==> src/rtl/conv_out_lane_scheduler.sv <==
// conv_out_lane_scheduler: steers adder words into lane FIFOs,
// then drains the lanes into one serialized pixel stream.
module conv_out_lane_scheduler #(
  parameter int DATA_WIDTH     = 32,
  parameter int LANES          = 8,
  parameter int LANE_DEPTH     = 64,
  parameter int LANE_IDX_WIDTH = 3,
  parameter int CNT_WIDTH      = 7
) (
  input  logic                        clk,
  input  logic                        reset,
  input  logic                        valid_in,
  input  logic [LANES-1:0]            lane_full,
  input  logic [LANES-1:0]            lane_empty,
  input  logic [LANES*DATA_WIDTH-1:0] lane_dout,
  output logic [LANES-1:0]            lane_wr_en,
  output logic [LANES-1:0]            lane_rd_en,
  output logic [DATA_WIDTH-1:0]       pxl_out,
  output logic                        valid_out,
  output logic                        pass_done,
  output logic                        err_drop
);

  typedef enum logic {
    FILL,
    DRAIN
  } state_t;

  localparam logic [CNT_WIDTH-1:0] LAST_CNT =
    CNT_WIDTH'(LANE_DEPTH - 1);
  localparam logic [LANE_IDX_WIDTH-1:0] LAST_LANE =
    LANE_IDX_WIDTH'(LANES - 1);

  state_t                    state;
  logic [LANE_IDX_WIDTH-1:0] wr_lane;
  logic [LANE_IDX_WIDTH-1:0] rd_lane;
  logic [LANE_IDX_WIDTH-1:0] rd_sel;
  logic [LANE_IDX_WIDTH-1:0] s1_sel;
  logic [CNT_WIDTH-1:0]      wr_cnt;
  logic [CNT_WIDTH-1:0]      rd_cnt;
  logic                      rd_last;
  logic                      s1_valid;
  logic                      s1_last;
  logic                      wr_ok;
  logic                      drop;
  logic                      rd_ok;
  logic [DATA_WIDTH-1:0]     sel_word;

  assign wr_ok = (state == FILL) & valid_in
               & ~lane_full[wr_lane];
  assign drop  = valid_in & ~wr_ok;
  assign rd_ok = (state == DRAIN)
               & ~lane_empty[rd_lane];

  // one-hot write strobe toward the current fill lane
  always_comb begin
    lane_wr_en = '0;
    if (wr_ok) lane_wr_en[wr_lane] = 1'b1;
  end

  // phase FSM, fill/drain counters and registered read strobe
  always_ff @(posedge clk) begin
    if (reset) begin
      state      <= FILL;
      wr_lane    <= '0;
      wr_cnt     <= '0;
      rd_lane    <= '0;
      rd_cnt     <= '0;
      lane_rd_en <= '0;
      rd_sel     <= '0;
      rd_last    <= 1'b0;
      err_drop   <= 1'b0;
    end else begin
      lane_rd_en <= '0;
      rd_last    <= 1'b0;
      if (drop) err_drop <= 1'b1;
      unique case (state)
        FILL: begin
          if (wr_ok) begin
            if (wr_cnt == LAST_CNT) begin
              wr_cnt <= '0;
              if (wr_lane == LAST_LANE) begin
                wr_lane <= '0;
                state   <= DRAIN;
              end else begin
                wr_lane <= wr_lane + 1'b1;
              end
            end else begin
              wr_cnt <= wr_cnt + 1'b1;
            end
          end
        end
        DRAIN: begin
          if (rd_ok) begin
            lane_rd_en[rd_lane] <= 1'b1;
            rd_sel              <= rd_lane;
            if (rd_cnt == LAST_CNT) begin
              rd_cnt <= '0;
              if (rd_lane == LAST_LANE) begin
                rd_lane <= '0;
                rd_last <= 1'b1;
                state   <= FILL;
              end else begin
                rd_lane <= rd_lane + 1'b1;
              end
            end else begin
              rd_cnt <= rd_cnt + 1'b1;
            end
          end
        end
        default: state <= FILL;
      endcase
    end
  end

  // carry lane index and last flag across the FIFO read latency
  always_ff @(posedge clk) begin
    if (reset) begin
      s1_valid <= 1'b0;
      s1_sel   <= '0;
      s1_last  <= 1'b0;
    end else begin
      s1_valid <= |lane_rd_en;
      s1_sel   <= rd_sel;
      s1_last  <= rd_last;
    end
  end

  // pick the word of the lane read last cycle
  always_comb begin
    sel_word = '0;
    for (int k = 0; k < LANES; k++) begin
      if (s1_sel == LANE_IDX_WIDTH'(k))
        sel_word = lane_dout[k*DATA_WIDTH +: DATA_WIDTH];
    end
  end

  // registered serialized pixel stream; pixel holds when idle
  always_ff @(posedge clk) begin
    if (reset) begin
      pxl_out   <= '0;
      valid_out <= 1'b0;
      pass_done <= 1'b0;
    end else begin
      valid_out <= s1_valid;
      pass_done <= s1_valid & s1_last;
      if (s1_valid) pxl_out <= sel_word;
    end
  end

endmodule

==> config.mk <==
export PLATFORM = sky130hd
export DESIGN_NAME = conv_out_lane_scheduler
export DESIGN_NICKNAME = d
export VERILOG_FILES = /design/src/rtl/conv_out_lane_scheduler.sv
export SDC_FILE = /design/constraint.sdc
export NUM_CORES = 1
export LEC_CHECK = 0
export ABC_AREA = 1
export CORE_MARGIN = 2
export CORE_UTILIZATION = 34
export CTS_CLUSTER_SIZE = 16
export DETAILED_ROUTE_END_ITERATION = 10
export MAX_ROUTING_LAYER = met4
export PLACE_DENSITY = 0.89
export SLEW_MARGIN = 20
export SYNTH_ARGS = -nofsm -noshare
export SYNTH_HDL_FRONTEND = slang
export SYNTH_SLANG_ARGS = --single-unit
==> constraint.sdc <==
create_clock -name clk -period 1.4 [get_ports clk]
set_input_delay 0.14 -clock clk [delete_from_list [all_inputs] [get_ports clk]]
set_output_delay 0.14 -clock clk [all_outputs]
set_load 0.005 [all_outputs]
==> metrics, run 1 <==
Multi-input gate area 0.00399 mm^2; Slew @ Worst Pin 0.537 ns; setup TNS -15.41 ns; first-pass GRT wire length 45000 um; Setup Skew 0.00830 ns; Reg power frac 0.359; Max rail drop VDD 657 uV; highest routed layer met4; routed vias 8884; H-tree Lvls 3; fraction of layout instances using a drive strength above 1 0.304; Hold Path Depth 2; post-layout util 0.780; Syn. warnings 0; Slew Limit Fails 0; RD Place Congestion 1.02; largest net degree at the start of global routing 48; Psw 1.37 mW; floorplan row count 45; Worst Min Path Start reset; clk slew on worst S/H paths 0.06 ns; Final ANT Viol Nets 0; Port Buffers 325; Rel. slew slack 0.640; Layout fillers 881; Clk network pwr share 0.425; Synth Register Bits 73; Logic pwr share 0.216; failing checks negative setup slack; fin crit period 1.94 ns; global route overflow 0; Final Hold Fails 0; I/O pin count 326; Critical Path RT 1.66 ns; most numerous cell on the critical path buf_4; max-cap violations 0; Max FO, Critical Path 7; Setup-failing EPs final 68; status complete, but fails checks; Routed WL 34100 um; vias in the first global route 8409; Die Height 129 um; sequential cell area fraction in the yosys report 0.276; crit path from s1_sel[0]$_SDFF_PP0_; r2r worst-path depth 9; CTS tree yes; area grow syn2layout 124%; RSZ-0062 raised after global routing yes; Fin Hold WS 0.107 ns; Worst Hold Class primary input to register; crit path kind register to register; die width 129 um; wire per inst 22.2 um; pwr/cell area 488 mW/mm^2; final routed DRC violation total 0; Pwr Total 5.79 mW; drt via density 5.79; FMAX 0.516 GHz; clock latency on the worst-skew pair 0.33 ns; Initial Utilization 0.348; Post-Syn Area 0.00530 mm^2; library cells used by synthesis 29; FF/Latch Area 0.00149 mm^2; gr usage total 0.368; Syn Nets 1170; reg2reg start s1_sel[0]$_SDFF_PP0_; Max clock buf depth 2; met1 wire length 11100 um; P_leak 5.06 nW; Die Area 0.0166 mm^2; switching part of the total 0.237; met3 routed WL 3910 um; Nets 1619; Int Power 4.42 mW; hold_buf cts 0; Final WS setup -0.539 ns; TritonCTS Sinks 73; hpwl dp 20100 um; 1st-pass router iterations 9; Worst path max stage delay 0.42 ns; Post-Syn Instances 889; initial antenna violation count 4; area of the core 0.0152 mm^2; critical path launch point type register; fin crit share 1.39; CTS Buf Count 9; Avg Inst Size Synth 5.96 um^2; pre-CTS setup slack -0.590 ns; drt first-iter violations 933; CP Cell Sequence buf_12 > buf_4 > nand3_4 > buf_4 > nor2_1 > nor2_4 > nand4_1 > nand2_1 > a21oi_1; CP arrival 2.20 ns; slowest stage cell, crit path nor2_1; Worst setup EP type register; Root Buffer clkbuf_16; wire length on met2 16000 um
-- per-layer routing --
metal	vias to the layer above	track usage
met5	-	-
met2	690	0.633
met3	252	0.109
met1	4056	0.369
li1	3886	-
met4	0	0.219
-- synthesized netlist by cell type --
cell | count | area share
o22ai_1 | 2 | 0.0024
or2_2 | 1 | 0.0012
inv_2 | 7 | 0.0050
dfxtp_1 | 73 | 0.28
nor2_2 | 1 | 0.0012
nand3_1 | 90 | 0.085
clkinv_1 | 2 | 0.0014
inv_6 | 1 | 0.0017
nand3b_1 | 1 | 0.0014
nand2_1 | 190 | 0.13
ha_1 | 6 | 0.014
nor3_2 | 1 | 0.0019
o21bai_1 | 2 | 0.0028
xor2_1 | 6 | 0.0099
nand2_2 | 1 | 0.0012
nor3_4 | 3 | 0.0092
buf_2 | 30 | 0.028
buf_6 | 4 | 0.0085
o21ai_1 | 1 | 0.00094
inv_1 | 91 | 0.064
nor4_1 | 2 | 0.0024
nor3_1 | 3 | 0.0028
clkbuf_1 | 23 | 0.016
nand4_1 | 103 | 0.12
nand3_2 | 1 | 0.0019
buf_4 | 5 | 0.0071
o21ai_0 | 8 | 0.0076
nor2_1 | 124 | 0.088
a21oi_1 | 107 | 0.10
-- kinds of logic after synthesis --
family                     after synthesis  share of synthesized area
and+or+nand+nor                        521                      0.452
buffers and inverters                  163                      0.133
AOI/OAI and AO/OA                      120                      0.115
DFF                                     73                      0.276
xor gates and xnor gates                 6                    0.00992
adders and majority gates                6                     0.0142
-- metrics by stage --
stage          instance area [um^2]  std cells
6_report                      11900       1535
3_5_place_dp                   9280       1434
3_3_place_gp                   9280       1434
4_1_cts                       11100       1514
5_1_grt                       11900       1535
2_1_floorplan                  5310        889
-- worst max-delay path, delay by kind of cell, from the launching register on --
family,cells,cell delay [ns]
flip-flops,1,0.35
buffers and inverters,3,0.47
AO/OA/AOI/OAI,1,0.12
AND/OR/NAND/NOR,5,0.92
-- power groups by stage --
stage	Sequential (mW)	Combinational, mW	Clock, mW
after detailed placement	2.13	1.07	0
after floorplan	2.13	0.185	0
after global routing	2.08	1.30	2.56
final	2.08	1.25	2.46
after CTS	2.08	1.15	2.46
after global placement	2.13	1.06	0
-- layout make-up --
| cell class | instances | area share |
|---|---|---|
| multi-input combinational | 654 | 0.336 |
| clock inverter | 3 | 0.00401 |
| tap | 188 | 0.0198 |
| timing repair buffer | 498 | 0.455 |
| timing repair inverter | 1 | 0.000738 |
| antenna | 4 | 0.000844 |
| clock buffer | 13 | 0.0228 |
| inverter | 101 | 0.0355 |
| sequential | 73 | 0.125 |
-- registers in the layout, summed over array words and instances, names as in the netlist --
register	count
s1_valid	1
rd_sel	3
s1_sel	3
err_drop	1
lane_rd_en	8
wr_cnt	7
rd_lane	3
s1_last	1
rd_cnt	7
wr_lane	3
pass_done	1
valid_out	1
rd_last	1
pxl_out	32
state	1
-- final timing paths --
check,to,slack (ns)
worst min-delay path,rd_cnt[2]$_SDFFE_PP0P_,0.11
worst max register to register,pxl_out[20]$_SDFFE_PP0P_,-0.54
worst min register to register,s1_last$_SDFF_PP0_,0.41
worst max-delay path,pxl_out[20]$_SDFFE_PP0P_,-0.54
-- cell usage in the layout (no fill, tap or decap), types with 28 or more instances in the layout --
| cell | netlist | layout |
|---|---|---|
| buf_6 | 4 | 53 |
| clkdlybuf4s50_1 | 0 | 315 |
| buf_4 | 5 | 72 |
| nand3_1 | 90 | 55 |
| dfxtp_1 | 73 | 62 |
| nand2_2 | 1 | 28 |
| inv_1 | 91 | 87 |
| nor2_1 | 124 | 73 |
| a21oi_1 | 107 | 56 |
| nand2_1 | 190 | 155 |
| nand4_1 | 103 | 103 |
| nand3_2 | 1 | 32 |
| a21oi_2 | 0 | 48 |
-- repair_timing --
item | 4_1_cts | 5_1_grt
gates cloned | 22 | 2
endpoints found under the setup margin | 74 | 75
pin swaps | 98 | 131
resized for setup | 227 | 170
setup buffers | 45 | 22
Note: power is estimated with default switching activity, not from simulation.
==> run 2: changes to the inputs <==
--- a/config.mk
+++ b/config.mk
@@ -6,13 +6,13 @@
 export NUM_CORES = 1
 export LEC_CHECK = 0
 export ABC_AREA = 1
-export CORE_MARGIN = 2
-export CORE_UTILIZATION = 34
+export CAP_MARGIN = 20
+export CORE_AREA = 2 2 128 130
 export CTS_CLUSTER_SIZE = 16
 export DETAILED_ROUTE_END_ITERATION = 10
+export DIE_AREA = 0 0 130 132
 export MAX_ROUTING_LAYER = met4
-export PLACE_DENSITY = 0.89
-export SLEW_MARGIN = 20
+export PLACE_DENSITY = 0.85
 export SYNTH_ARGS = -nofsm -noshare
 export SYNTH_HDL_FRONTEND = slang
 export SYNTH_SLANG_ARGS = --single-unit
==> constraint.sdc (replaced) <==
create_clock -name clk -period 2.3 [get_ports clk]
set_input_delay 0.23 -clock clk [delete_from_list [all_inputs] [get_ports clk]]
set_output_delay 0.23 -clock clk [all_outputs]
set_load 0.005 [all_outputs]
==> metrics, run 2 (synthesis gave the netlist of run 1 again) <==
status finished clean; final routed DRC violation total 0 (unchanged); vias in the first global route 6746 (-20%); die width 130 um (+0.92%); CTS Buf Count 9 (unchanged); Final Hold Fails 0 (unchanged); CP Cell Sequence inv_2 > nand4_1 > nand3_1 > nor3_4 > nand2_4 > nor2_1 > clkdlybuf4s50_1; commonest non-fill, non-tap cell in the layout clkdlybuf4s50_1; Die Height 132 um (+2.5%); CTS tree yes; Slew Limit Fails 0 (unchanged); Top reg by flops pxl_out; Largest register FFs 32 (unchanged); Worst setup EP type primary output; TritonCTS Sinks 73 (unchanged); RSZ-0062 raised after global routing yes; Initial Utilization 0.337 (-0.0113); initial antenna violation count 1 (-3); critical path launch point type register; Die Area 0.0172 mm^2 (+3.4%); drt via density 5.11 (-12%); Setup Skew 0.00721 ns (-0.00109 ns); H-tree Lvls 3 (unchanged); Setup-failing EPs final 0 (-100%); clock latency on the worst-skew pair 0.34 ns (about the same); global route overflow 0 (unchanged); biggest regs pxl_out (32), lane_rd_en (8); Max rail drop VDD 467 uV (-29%); wire per inst 17.2 um (-22%); Placed Cells 1393 (-2.9%); largest net degree at the start of global routing 56 (+17%); Max FO, Critical Path 9 (+2); Port Buffers 325 (unchanged); 1st-pass router iterations 6 (-3); Critical Path RT 2.07 ns (+0.41 ns); most frequent cells in the layout clkdlybuf4s50_1, nand2_1, nor2_1; first-pass GRT wire length 35900 um (-20%); P_leak 3.75 nW (-26%); fin crit share 0.964; Worst path max stage delay 0.52 ns (+0.10 ns); floorplan row count 46 (+2.2%); Final ANT Viol Nets 0 (unchanged); Worst Hold Class register to register; Root Buffer clkbuf_16; area of the core 0.0157 mm^2 (+3.4%); setup TNS 0 ns (+15.41 ns); fin crit period 2.22 ns; area grow syn2layout 71.4%; slowest stage cell, crit path clkdlybuf4s50_1; routed vias 7207 (-19%); I/O pin count 326 (unchanged); FMAX 0.451 GHz; RD Place Congestion 1.00 (-2.0%); crit path kind register to primary output; Rel. slew slack 0.578 (-0.0629); Slew @ Worst Pin 0.633 ns (+0.0956 ns); hpwl dp 18800 um (-6.6%); drt first-iter violations 597 (-36%); final cell count without fillers 1410 (-8.1%); Nets 1469 (-9.3%); clk slew on worst S/H paths 0.06 ns (about the same); CP arrival 1.99 ns (-0.21 ns); gr usage total 0.276 (-0.0917); fraction of layout instances using a drive strength above 1 0.0553 (-0.248); pwr/cell area 385 mW/mm^2 (-21%); max-cap violations 0 (unchanged); pre-CTS setup slack 0.159 ns (+0.749 ns); Routed WL 24300 um (-29%); Max clock buf depth 2 (unchanged); Final WS setup 0.0822 ns (+0.621 ns)
==> run 2: changes by cell type in the layout (fill, tap and decap cells not counted), sizes merged, moves of 2 or more <==
cell / delta
buf: -155
clkdlybuf4s50: +9
clkbuf: -4
diode: -3
inv: +2
==> run 2: final timing paths <==
kind | startpoint | end | slack (ns) | depth (start not counted)
worst min register to register | rd_last$_SDFF_PP0_ | s1_last$_SDFF_PP0_ | 0.41 | 2
worst min-delay path | rd_last$_SDFF_PP0_ | s1_last$_SDFF_PP0_ | 0.41 | 2
worst max-delay path | wr_lane[2]$_SDFFE_PP0P_ | lane_wr_en[6] | 0.08 | 7
worst max register to register | s1_sel[1]$_SDFF_PP0_ | pxl_out[3]$_SDFFE_PP0P_ | 0.34 | 9
==> run 2: stage by stage <==
| stage | hold WS, ns | power (mW) | instance area (um^2) | utilization |
|---|---|---|---|---|
| 2_1_floorplan | 0.374 | 1.41 | 5300 | - |
| 3_3_place_gp | 0.391 | 1.92 | 8710 | 0.554 |
| 3_5_place_dp | 0.400 | 1.93 | 8720 | 0.555 |
| 4_1_cts | 0.417 | 3.52 | 9060 | 0.577 |
| 5_1_grt | 0.440 | 3.62 | 9080 | 0.578 |
| 6_report | 0.412 | 3.49 | 9080 | 0.578 |
==> run 2: final cells by class <==
type	instances	area, um^2
sequential	73	1470
timing repair buffer	350	3470
fill	1468	6630
clock buffer	10	239
tap	216	270
antenna	1	2.50
clock inverter	6	95.1
inverter	101	384
multi-input combinational	653	3150
==> run 2: repair_timing <==
| item | CTS | global route |
|---|---|---|
| resized for setup | 6 | 6 |
| hold buffers | 0 | 0 |
| pin swaps | 0 | 2 |
| endpoints found under the setup margin | 8 | 8 |
| buffers inserted | 0 | 0 |
==> run 2: critical path, delay by kind of cell, from the launching register on <==
kind	cells	cell delay, ns
buffers and inverters	2	0.60
flip-flops	1	0.38
AND/OR/NAND/NOR	5	0.66
==> run 2: power breakdown <==
part | internal [mW] | switching [mW] | total [mW] | leakage, nW
clock | 0.994 | 0.596 | 1.59 | 0.164
sequential | 1.26 | 0.00341 | 1.27 | 0.591
combinational | 0.457 | 0.178 | 0.636 | 3.00
total | 2.71 | 0.778 | 3.49 | 3.75
==> run 2: metal layers <==
| metal | GRT usage | routed length (um) | vias to the layer above |
|---|---|---|---|
| met5 | - | 0 | - |
| met4 | 0.116 | 1040 | 0 |
| met3 | 0.0519 | 1930 | 57 |
| met2 | 0.460 | 11600 | 345 |
| met1 | 0.323 | 9720 | 3233 |
| li1 | - | - | 3572 |
==> run 3: changes to the inputs <==
--- a/config.mk
+++ b/config.mk
@@ -7,12 +7,12 @@
 export LEC_CHECK = 0
 export ABC_AREA = 1
 export CAP_MARGIN = 20
-export CORE_AREA = 2 2 128 130
+export CORE_AREA = 4 4 126 128
 export CTS_CLUSTER_SIZE = 16
 export DETAILED_ROUTE_END_ITERATION = 10
 export DIE_AREA = 0 0 130 132
 export MAX_ROUTING_LAYER = met4
-export PLACE_DENSITY = 0.85
+export PLACE_DENSITY = 0.89
 export SYNTH_ARGS = -nofsm -noshare
 export SYNTH_HDL_FRONTEND = slang
 export SYNTH_SLANG_ARGS = --single-unit
==> metrics, run 3 (synthesis gave the netlist of run 1 again) <==
fin crit period 2.05 ns (-0.164 ns); drt via density 5.21 (+1.9%); routed vias 7250 (+0.60%); Psw 785 uW (+0.89%); Initial Utilization 0.356 (+0.0192); largest net degree at the start of global routing 52 (-7.1%); RD Place Congestion 0.947 (-5.3%); Root Buffer clkbuf_16; fin crit share 0.893 (-0.0713); Critical Path RT 2.07 ns (about the same); hold_buf cts 0 (unchanged); commonest non-fill, non-tap cell in the layout clkdlybuf4s50_1; Worst Hold Class register to register; Hold Path Depth 2 (unchanged); pwr/cell area 361 mW/mm^2 (-6.0%); fraction of layout instances using a drive strength above 1 0.0618 (+0.00645); FMAX 0.487 GHz (+8.0%); FF-to-FF setup slack 0.42 ns (+0.08 ns); Bufs and invs on worst path 3 (+1); Max rail drop VDD 354 uV (-24%); Port Buffers 325 (unchanged); global route overflow 0 (unchanged); switching part of the total 0.239 (+0.0165); 1st-pass router iterations 5 (-1); Clk network pwr share 0.418 (-0.037); initial antenna violation count 5 (+4); Final Instance Area 0.00908 mm^2 (about the same); biggest regs pxl_out (32), lane_rd_en (8); Fin Hold WS 0.406 ns (-0.00635 ns); CP arrival 1.82 ns (-0.17 ns); max-cap violations 0 (unchanged); hpwl dp 19200 um (+2.5%); status finished clean; crit path kind register to primary output; WHS Endpoint s1_last$_SDFF_PP0_; clock latency on the worst-skew pair 0.35 ns (about the same); Worst path max stage delay 0.41 ns (-0.11 ns); Routed WL 25000 um (+3.0%); area of the core 0.0149 mm^2 (-5.4%); Rel. slew slack 0.566 (-0.0118); Logic pwr share 0.196 (+0.014); reg2reg start s1_sel[0]$_SDFF_PP0_; Pwr Total 3.28 mW (-6.1%); most frequent cells in the layout clkdlybuf4s50_1, nand2_1, nor2_1; Final ANT Viol Nets 0 (unchanged); H-tree Lvls 3 (unchanged); Nets 1474 (+0.34%); Die Height 132 um (unchanged); CP Cell Sequence inv_4 > nand4_1 > nand3_2 > nor3_4 > nand2_2 > buf_4 > nor2_1 > dlymetal6s2s_1; pre-CTS setup slack 0.0753 ns (-0.0836 ns); I/O pin count 326 (unchanged); Largest register FFs 32 (unchanged); post-layout util 0.611 (+0.0327); Slew @ Worst Pin 0.646 ns (+0.0135 ns); Largest delay share family, worst path simple AND/OR/NAND/NOR gates; TritonCTS Sinks 73 (unchanged); Layout fillers 1380 (-6.0%); slowest stage cell, crit path dfxtp_4; Worst Min Path Start rd_last$_SDFF_PP0_; Top reg by flops pxl_out; area grow syn2layout 71.4% (about the same); critical path launch point type register; Final Hold Fails 0 (unchanged); CTS tree yes; CTS Buf Count 9 (unchanged); Post-DP Area 0.00864 mm^2 (-0.89%); r2r worst-path depth 8 (-1); floorplan row count 45 (-2.2%); first-pass GRT wire length 36700 um (+2.4%); Placed Cells 1362 (-2.2%); final cell count without fillers 1392 (-1.3%); Worst setup EP type primary output; Max clock buf depth 2 (unchanged); final routed DRC violation total 0 (unchanged); setup TNS 0 ns (unchanged); Reg power frac 0.386 (+0.023); Final WS setup 0.246 ns (+0.164 ns); die width 130 um (unchanged); Max FO, Critical Path 9 (unchanged); Int Power 2.50 mW (-8.0%); gr usage total 0.281 (+0.00465); vias in the first global route 6693 (-0.79%); Slew Limit Fails 0 (unchanged); P_leak 3.90 nW (+3.8%); drt first-iter violations 613 (+2.7%); Setup Skew 0.00793 ns (+0.000719 ns); reg2reg end pxl_out[6]$_SDFFE_PP0P_; clk slew on worst S/H paths 0.06 ns (about the same); wire per inst 18.0 um (+4.4%); Die Area 0.0172 mm^2 (unchanged); Setup-failing EPs final 0 (unchanged); RSZ-0062 raised after global routing no
-- run 3: changes by cell type in the layout (fill, tap and decap cells not counted), moves of 2 or more --
cell | before | now
clkinvlp_4 | 0 | 2
nand3_2 | 1 | 4
bufinv_16 | 2 | 0
diode_2 | 1 | 6
dlymetal6s2s_1 | 0 | 8
buf_4 | 22 | 27
inv_4 | 0 | 2
nand3_1 | 90 | 87
inv_2 | 10 | 8
clkdlybuf4s50_1 | 324 | 316
-- run 3: layout make-up --
cell class                      count  area (um^2)  share of cell area
Antenna cell                        6         15.0             0.00165
Clock buffer                       10          239              0.0263
Clock inverter                      6         50.0             0.00551
Inverter                          101          389              0.0429
Multi-Input combinational cell    654         3170               0.349
Sequential cell                    73         1470               0.162
Tap cell                          188          235              0.0259
Timing Repair Buffer              354         3510               0.386
-- run 3: layer usage --
metal / global-route usage / wire length [um]
met4: 0.0987 / 815
met2: 0.463 / 12200
met1: 0.336 / 9780
met5: - / 0
met3: 0.0612 / 2210
-- run 3: how the worst max path moves through the flow --
stage,from,end,slack [ns],cells after the start
2_1_floorplan,wr_lane[0]$_SDFFE_PP0P_,lane_wr_en[0],0.78,7
3_3_place_gp,valid_in,lane_wr_en[7],0.12,8
3_5_place_dp,valid_in,lane_wr_en[0],0.08,8
4_1_cts,wr_lane[1]$_SDFFE_PP0P_,lane_wr_en[5],0.02,7
5_1_grt,wr_lane[2]$_SDFFE_PP0P_,lane_wr_en[6],0.16,8
6_report,wr_lane[2]$_SDFFE_PP0P_,lane_wr_en[6],0.25,8
-- run 3: power by group through the flow --
stage | clock network [mW] | logic, mW | registers (mW)
global placement | 0 | 0.626 | 1.30
finish | 1.37 | 0.643 | 1.27
detailed placement | 0 | 0.627 | 1.30
global route | 1.45 | 0.682 | 1.27
CTS | 1.39 | 0.635 | 1.27
floorplan | 0 | 0.112 | 1.30
-- run 3: worst register-to-register path, cell delays in order, from the launching register on --
cell	delay (ns)
dfxtp_1	0.39
inv_2	0.27
nor3_1	0.57
nand2_1	0.11
nand2_1	0.09
nor2_1	0.04
nand4_1	0.13
nand2_1	0.09
a21oi_1	0.14
-- run 3: timing repair --
| action | 4_1_cts | 5_1_grt |
|---|---|---|
| gates resized for setup | 9 | 16 |
| gates cloned | 0 | 1 |
| endpoints found under the hold margin | 0 | 0 |
| pin swaps | 2 | 1 |
| buffers inserted | 1 | 5 |
| setup endpoints to repair | 8 | 8 |
